### config.mk
export PLATFORM = sky130hd
export DESIGN_NAME = fb_arbiter
export DESIGN_NICKNAME = d
export VERILOG_FILES = /design/src/rtl/fb_pkg.sv /design/src/rtl/fb_fill_gen.sv /design/src/rtl/fb_arbiter.sv
export SDC_FILE = /design/constraint.sdc
export NUM_CORES = 1
export LEC_CHECK = 0
export CORE_MARGIN = 5
export CORE_UTILIZATION = 45
export CTS_CLUSTER_SIZE = 28
export DETAILED_ROUTE_END_ITERATION = 10
export PLACE_DENSITY_LB_ADDON = 0.1
export SLEW_MARGIN = 5
export SYNTH_ARGS = -nofsm -noshare
export SYNTH_HDL_FRONTEND = slang
export SYNTH_SLANG_ARGS = --single-unit
export TNS_END_PERCENT = 10
### constraint.sdc
create_clock -name clk -period 2.4 [get_ports clk]
set_input_delay 0.48 -clock clk [delete_from_list [all_inputs] [get_ports clk]]
set_output_delay 0.48 -clock clk [all_outputs]
set_load 0.05 [all_outputs]
### src/rtl/fb_pkg.sv
// Shared constants and fill FSM state encoding for the frame-buffer arbiter.
package fb_pkg;
  localparam int ADDR_W = 10;
  localparam int DATA_W = 6;
  localparam int DEPTH  = 1024;

  typedef enum logic [1:0] {
    ST_IDLE = 2'd0,
    ST_FILL = 2'd1,
    ST_DONE = 2'd2
  } fill_state_e;
endpackage

### src/rtl/fb_fill_gen.sv
// Whole-frame fill sequencer: FSM, fill address counter and colour captured at start.
module fb_fill_gen #(
  parameter int ADDR_W = fb_pkg::ADDR_W,
  parameter int DATA_W = fb_pkg::DATA_W,
  parameter int DEPTH  = fb_pkg::DEPTH
) (
  input  logic              clk,
  input  logic              rst,
  input  logic              fill_start_i,
  input  logic [DATA_W-1:0] fill_color_i,
  input  logic              grant_i,
  output logic [1:0]        state_o,
  output logic [ADDR_W-1:0] addr_o,
  output logic [DATA_W-1:0] color_o
);
  import fb_pkg::*;

  localparam logic [ADDR_W-1:0] LAST_ADDR = ADDR_W'(DEPTH - 1);

  fill_state_e       state_q, state_d;
  logic [ADDR_W-1:0] addr_q, addr_d;
  logic [DATA_W-1:0] color_q, color_d;

  always_ff @(posedge clk or posedge rst) begin
    if (rst) begin
      state_q <= ST_IDLE;
      addr_q  <= '0;
      color_q <= '0;
    end else begin
      state_q <= state_d;
      addr_q  <= addr_d;
      color_q <= color_d;
    end
  end

  // The last address holds instead of incrementing, so the counter never wraps.
  always_comb begin
    state_d = state_q;
    addr_d  = addr_q;
    color_d = color_q;
    case (state_q)
      ST_IDLE: begin
        if (fill_start_i) begin
          state_d = ST_FILL;
          addr_d  = '0;
          color_d = fill_color_i;
        end
      end
      ST_FILL: begin
        if (grant_i) begin
          if (addr_q == LAST_ADDR) state_d = ST_DONE;
          else                     addr_d  = addr_q + 1'b1;
        end
      end
      ST_DONE: state_d = ST_IDLE;
      default: state_d = ST_IDLE;
    endcase
  end

  assign state_o = state_q;
  assign addr_o  = addr_q;
  assign color_o = color_q;
endmodule

### src/rtl/fb_arbiter.sv
// Single-port frame-memory arbiter: display reads vs host/fill writes with starvation guard.
// Handshake: a port transfers when valid && ready; ready never looks at its own valid.
module fb_arbiter #(
  parameter int ADDR_W     = fb_pkg::ADDR_W,
  parameter int DATA_W     = fb_pkg::DATA_W,
  parameter int DEPTH      = fb_pkg::DEPTH,
  parameter int STARVE_MAX = 4
) (
  input  logic              clk,
  input  logic              rst,
  input  logic              rd_valid,
  input  logic [ADDR_W-1:0] rd_addr,
  output logic              rd_ready,
  output logic              rd_data_valid,
  output logic [DATA_W-1:0] rd_data,
  input  logic              wr_valid,
  input  logic [ADDR_W-1:0] wr_addr,
  input  logic [DATA_W-1:0] wr_data,
  output logic              wr_ready,
  input  logic              fill_start,
  input  logic [DATA_W-1:0] fill_color,
  output logic              fill_busy,
  output logic              fill_done,
  output logic [ADDR_W-1:0] mem_addr,
  output logic              mem_we,
  output logic [DATA_W-1:0] mem_wdata,
  input  logic [DATA_W-1:0] mem_rdata,
  output logic [1:0]        dbg_state
);
  import fb_pkg::*;

  localparam int SW = $clog2(STARVE_MAX + 1);

  logic [1:0]        fill_state;
  logic [ADDR_W-1:0] fill_addr;
  logic [DATA_W-1:0] fill_color_q;
  logic              in_idle, in_fill;
  logic              wr_pend, starve_full, ws_open;
  logic              rd_grant, host_grant, fill_grant;

  logic [SW-1:0]     starve_q, starve_d;
  logic [ADDR_W-1:0] mem_addr_q, mem_addr_d;
  logic              mem_we_q, mem_we_d;
  logic [DATA_W-1:0] mem_wdata_q, mem_wdata_d;
  logic              rd_pend_q, rd_dv_q;

  fb_fill_gen #(
    .ADDR_W (ADDR_W),
    .DATA_W (DATA_W),
    .DEPTH  (DEPTH)
  ) u_fill_gen (
    .clk          (clk),
    .rst          (rst),
    .fill_start_i (fill_start),
    .fill_color_i (fill_color),
    .grant_i      (fill_grant),
    .state_o      (fill_state),
    .addr_o       (fill_addr),
    .color_o      (fill_color_q)
  );

  // Write side = host write in IDLE or fill write in FILL; DONE accepts neither.
  assign in_idle     = (fill_state == ST_IDLE);
  assign in_fill     = (fill_state == ST_FILL);
  assign wr_pend     = in_fill || (in_idle && wr_valid);
  assign starve_full = (starve_q == SW'(STARVE_MAX));
  assign ws_open     = !rd_valid || starve_full;

  assign rd_ready    = !(starve_full && wr_pend);
  assign wr_ready    = in_idle && ws_open;
  assign rd_grant    = rd_valid && rd_ready;
  assign host_grant  = wr_valid && wr_ready;
  assign fill_grant  = in_fill && ws_open;

  always_comb begin
    mem_addr_d  = mem_addr_q;
    mem_we_d    = 1'b0;
    mem_wdata_d = mem_wdata_q;
    starve_d    = starve_q;
    if (rd_grant) begin
      mem_addr_d = rd_addr;
    end else if (fill_grant) begin
      mem_addr_d  = fill_addr;
      mem_we_d    = 1'b1;
      mem_wdata_d = fill_color_q;
    end else if (host_grant) begin
      mem_addr_d  = wr_addr;
      mem_we_d    = 1'b1;
      mem_wdata_d = wr_data;
    end
    if (!wr_pend || fill_grant || host_grant) starve_d = '0;
    else if (!starve_full)                    starve_d = starve_q + 1'b1;
  end

  // Read data returns two edges after the grant: address register, then memory register.
  always_ff @(posedge clk or posedge rst) begin
    if (rst) begin
      starve_q    <= '0;
      mem_addr_q  <= '0;
      mem_we_q    <= 1'b0;
      mem_wdata_q <= '0;
      rd_pend_q   <= 1'b0;
      rd_dv_q     <= 1'b0;
    end else begin
      starve_q    <= starve_d;
      mem_addr_q  <= mem_addr_d;
      mem_we_q    <= mem_we_d;
      mem_wdata_q <= mem_wdata_d;
      rd_pend_q   <= rd_grant;
      rd_dv_q     <= rd_pend_q;
    end
  end

  assign mem_addr      = mem_addr_q;
  assign mem_we        = mem_we_q;
  assign mem_wdata     = mem_wdata_q;
  assign rd_data_valid = rd_dv_q;
  assign rd_data       = mem_rdata;
  assign fill_busy     = !in_idle;
  assign fill_done     = (fill_state == ST_DONE);
  assign dbg_state     = fill_state;
endmodule

After elaboration in Yosys (flattened, before gate mapping)
Cells that the tools add are included.
{"block": "totals", "wordCells": 61, "out_inout_bits": 30, "ff_bits": 40}
{"block": "classes", "n_bitwise": 1, "addsub": 2, "n_reduce_logical": 22, "n_eq_ne": 9, "n_mux": 18}
{"cell": "two-way mux 10 bit", "n": 6}
{"cell": "case mux 10 bit (2 select lines)", "n": 1}
{"cell": "two-way mux 6 bit", "n": 2}
{"cell": "adder 10 x 1 -> 10 bit (second input constant)", "n": 1}
{"cell": "== test 10 bit (second input constant)", "n": 1}
{"cell": "logical AND 1 bit", "n": 6}
{"cell": "two-way mux 2 bit", "n": 3}
{"cell": "two-way mux 3 bit", "n": 2}
{"cell": "inequality test 2 x 1 -> 1 bit (second input constant)", "n": 3}
{"cell": "logical NOT 1 bit", "n": 4}
{"cell": "logical OR 1 bit", "n": 4}
{"cell": "inequality test 2 bit (second input constant)", "n": 2}
{"cell": "case mux 2 bit (2 select lines)", "n": 1}
{"cell": "AND reduction 2 bit", "n": 2}
{"cell": "AND reduction 4 bit", "n": 1}
{"cell": "nonzero test 2 bit", "n": 2}
{"cell": "adder 3 x 1 -> 3 bit (second input constant)", "n": 1}
{"cell": "== test 3 bit (second input constant)", "n": 1}
{"cell": "two-way mux 1 bit", "n": 3}
{"cell": "AND reduction 3 bit", "n": 1}
{"cell": "nonzero test 3 bit", "n": 1}
{"cell": "== test 2 x 1 -> 1 bit (second input constant)", "n": 1}
{"cell": "== test 2 bit (second input constant)", "n": 1}
{"cell": "logical NOT 2 bit", "n": 1}
{"cell": "inverter 1 bit", "n": 1}

Longest topological paths before layout
{"block": "logic_depth", "word_depth": 8, "mapped_depth": 7}

Cells and area by module
A second synthesis with hierarchy kept.
{"block": "hier_totals", "cells_unflattened": 228, "area_unflattened_um2": 2272.2}
{"module": "fb_arbiter", "cells_per_inst": 142, "area_per_inst_um2": 1342.5, "seq_area_each_um2": 550.5, "instances": 1}
{"module": "fb_fill_gen", "cells_per_inst": 86, "area_per_inst_um2": 929.6, "seq_area_each_um2": 450.4, "instances": 1}

Worst setup path before layout
No wires, ideal clock.
{"block": "synth_path", "path_kind": "reg-to-output", "from": "register u_fill_gen.state_q[0] (netlist: u_fill_gen.state_o[0])", "to": "output port wr_ready", "path_stages_with_launch": 3, "required_ns": 1.920, "path_buffers": 0, "setup_slack_ns": 0.109, "arrival_ns": 1.811, "path_cell_list": "dfrtp_1 > or2_2 > nor2_1"}
{"block": "synth_between", "elab_chain_len": 2}
{"item": "start: declaration", "line_no": "fb_fill_gen.sv:20", "text": "fill_state_e state_q, state_d;"}
{"item": "start signal: assignment", "line_no": "fb_fill_gen.sv:30", "text": "state_q <= state_d;"}
{"item": "logical NOT 2 bit", "line_no": "fb_arbiter.sv:63", "text": "assign in_idle = (fill_state == ST_IDLE);"}
{"item": "logical AND 1 bit", "line_no": "fb_arbiter.sv:70", "text": "assign wr_ready = in_idle && ws_open;"}
{"item": "end: declaration", "line_no": "fb_arbiter.sv:19", "text": "output logic wr_ready,"}
No other way between the ends.

Final worst setup path
{"block": "layout_path", "from": "register u_fill_gen.state_q[0] (netlist: u_fill_gen.state_o[0])", "to": "output port fill_busy"}
{"block": "layout_between", "elab_chain_len": 2}
{"item": "logical NOT 2 bit", "line_no": "fb_arbiter.sv:63"}
{"item": "logical NOT 1 bit", "line_no": "fb_arbiter.sv:119", "text": "assign fill_busy = !in_idle;"}
{"item": "end: declaration", "line_no": "fb_arbiter.sv:22", "text": "output logic fill_busy,"}
No other way between the ends.

==> flow_summary_export.csv <==
group,metric,value,unit
logic_synthesis,post_synthesis_instance_area,2150,µm²
power,power.share.clock,18.2,%
final_layout,final_nets,322,
logic_synthesis,synth.yosys.seq_area_share,46.6,%
worst_setup_path,critical_path.startpoint,"u_fill_gen.state_o[0]",
worst_setup_path,rrSetupSlack,0.60,ns
cts,clock_tree.root_cell,"clkbuf_8",
routing,via_per_inst,5.68,
global_route,initial_antenna_violation_count,0,
worst_setup_path,critPathLaunchType,"flop",
timing,post-route-period-util,94.8,%
timing,finalHoldViolCount,0,
die,die_width,79.1,µm
worst_setup_path,path_max_fanout,9,
logic_synthesis,portion_of_synthesized_cell_area_occupied_by_the_leading_cell_type,46.6,%
worst_setup_path,crit_required,1.92,ns
cts,cts_htree_levels,2,
final_layout,final_layout_size_suffix_gt1_share,15.2,%
logic_synthesis,yosysWarningCount,0,
logic_synthesis,postSynthRegisterBits,40,
timing,unrepaired_setup_endpoints_after_global_routing,"false",
worst_setup_path,worst_r2r_endpoint,"mem_addr[4]",
worst_setup_path,crit-reg2reg-launch,"u_fill_gen.state_o[1]",
worst_setup_path,critPathKind,"reg2out",
timing,final_number_of_setup_violating_endpoints,0,
timing,fin_worst_skew,0.00423,ns
routing,detail_route.iter0.violations,106,
final_layout,antenna_cells,0,
logic_synthesis,synth.net_count,266,
die,start_util,45.8,%
routing,total_vias_in_the_final_route,1879,
global_route,global_route.usage.total,18.7,%
min_path,hold_class,"reg2reg",
logic_synthesis,ys_dominant_reg_cell,"dfrtp_1",
routing,post_drt_wl_per_cell,16.5,µm
timing,maxClockFrequency,439,MHz
cts,cts_buffers,5,
min_path,hold_path.startpoint,"rd_pend_q",
logic_synthesis,synth.top_cells.by_area,"dfrtp_1 47%, o221a_2 5.2%, o21ai_0 4.4%",
timing,finalSetupTns,0,ns
logic_synthesis,synth_cell_types,37,
routing,detail_route.first_pass.iterations,4,
routing,drc_errors,0,
global_route,first_global_vias,1836,
worst_setup_path,crit_path_top_delay_cell,"clkdlybuf4s50_1",
timing,maxSlewHeadroom,51.3,%
cts,clockBufferDepth,2,
logic_synthesis,async_reset_ff_share,100,%
flow_run,max-cap-violations,0,
routing,antenna_violating_nets_post_route,0,
logic_synthesis,post-synth-top-count-cell,"dfrtp_1",
power,seq_power_share,41.1,%
timing,worst_pin_slew,0.728,ns
place,gp_congestion,0.818,
worst_setup_path,r2r.worst_path.cells,4,
cts,clkTransAtPathRegs,0.08,ns
routing,route.final.wire_length,5.46,mm
timing,finalMaxSlewViolations,0,
cts,tritoncts,"built",
cts,post_cts.repair.setup_buffers,0,
power,ir_worst_vdd,546,µV
worst_setup_path,cp_data_arrival_time,1.80,ns
final_layout,area_growth,32.8,%
global_route,grt_pass1_wl,9.26,mm
cts,hold_buffers,0,
place,quantity_of_i_o_buffers_inserted_on_ports,60,
logic_synthesis,yosys.area.top_type,"dfrtp_1",
worst_setup_path,largest_delay_share_family_worst_path,"buffers and inverters",
power,p_int,1.53,mW
logic_synthesis,post_synth_inst_count,220,
place,hpwlAfterDp,4.05,mm
die,die-area,6260,µm²
cts,cts-resized-gates,0,
logic_synthesis,synth-edff-count,0,
power,p_leak,1.22,nW
power,power_per_cell_area,895,nW/µm²
logic_synthesis,syn-mean-instance-area,9.77,µm²
final_layout,final_core_utilization,60.8,%
outcome,outcome,"completed",
die,num_io_pins,73,
power,netSwitchingFraction,39.9,%
worst_setup_path,critical_path_cell_count,2,
worst_setup_path,endpoint,"fill_busy",
worst_setup_path,critical_path.n_buffers_inverters,1,
cts,insertion_delay,0.29,ns
worst_setup_path,path_cells,"or2_2 -> clkdlybuf4s50_1",
final_layout,final.fill_count,414,
power,comb_power_share,40.7,%
logic_synthesis,ys_top_cells_by_count,"40 x dfrtp_1, 24 x nand2_1, 19 x o21ai_0",
die,fp.dieH,79.1,µm
worst_setup_path,max_stage_delay,0.71,ns
cts,cts_sink_cnt,40,
die,core-area,4690,µm²
worst_setup_path,end_kind,"output pin",
global_route,grt-ovfl-total,0,
global_route,maximum_number_of_pins_on_one_net_before_global_route_repair,41,
timing,time_the_worst_path_needs_with_i_o_delays_and_setup,2.28,ns
power,p_switching,1.02,mW
die,placement_rows,25,
-- metal layers --
layer	global-route usage, %	vias to the layer above	part of all wire [%]
met1	24.5	893	45
met2	30.2	67	47
li1	-	915	-
met4	4.12	0	0.79
met5	0	-	0
met3	6.12	4	7.3
-- cell usage in the layout, fill, tap and decap left out, types with 7 or more instances in the layout --
cell type and count:
o221a_2 10, nor2_1 7, dfrtp_1 40, buf_4 11, a31oi_1 10, inv_1 7
o21ai_0 19, nand2_1 24, mux2i_1 7, nand3_1 15, nor3_1 15, clkdlybuf4s50_1 58
-- cell families (layout without fill, tap and decap cells) --
family,count (synthesis),count (layout),share of synthesized area [%]
compound gates,53,53,18.5
xor+xnor,1,1,0.408
fa+ha+maj,3,3,1.75
buf+inv,27,84,6.76
flops,40,40,46.6
mux,13,13,6.41
simple gates,83,83,19.6
-- sequential cells by signal, summed over array words and instances, names as in the netlist --
name,flops
u_fill_gen.color_o,6
mem_addr,10
u_fill_gen.state_o,2
rd_pend_q,1
u_fill_gen.addr_o,10
starve_q,3
mem_we,1
mem_wdata,6
rd_data_valid,1
-- per-stage QoR --
stage / cell area (µm²) / setup WS, ns / hold slack, ns / cells / total power [mW]
2_1_floorplan: 2150 / 0.109 / 0.331 / 220 / 1.78
4_1_cts: 2850 / 0.0963 / 0.363 / 331 / 2.58
3_3_place_gp: 2760 / 0.215 / 0.336 / 323 / 2.09
5_1_grt: 2850 / 0.0593 / 0.374 / 331 / 2.72
6_report: 2850 / 0.124 / 0.356 / 331 / 2.55
3_5_place_dp: 2760 / 0.196 / 0.343 / 323 / 2.10
-- how the worst min path moves through the flow --
stage | end | slack [ns] | cells after the start
5_1_grt | rd_data_valid | 0.37 | 0
4_1_cts | rd_data_valid | 0.36 | 0
6_report | rd_data_valid | 0.36 | 0
3_5_place_dp | rd_data_valid | 0.34 | 0
3_3_place_gp | rd_data_valid | 0.34 | 0
2_1_floorplan | rd_data_valid | 0.33 | 0
-- power by group through the flow --
stage	clock [mW]	sequential [mW]	combinational, mW
finish	0.466	1.05	1.04
global route	0.510	1.08	1.13
CTS	0.482	1.05	1.05
detailed placement	0	1.06	1.05
global placement	0	1.06	1.03
floorplan	0	1.27	0.513
-- cell type report --
class	count	area, µm²	share of cell area [%]
multi-input cells	153	1000	35.1
well taps	54	67.6	2.37
repair buffers	69	663	23.2
clock inverters	2	10.0	0.351
inverters	7	26.3	0.921
clock buffers	6	82.6	2.89
flip-flops and latches	40	1000	35.1
(Power assumes the default switching activity.)
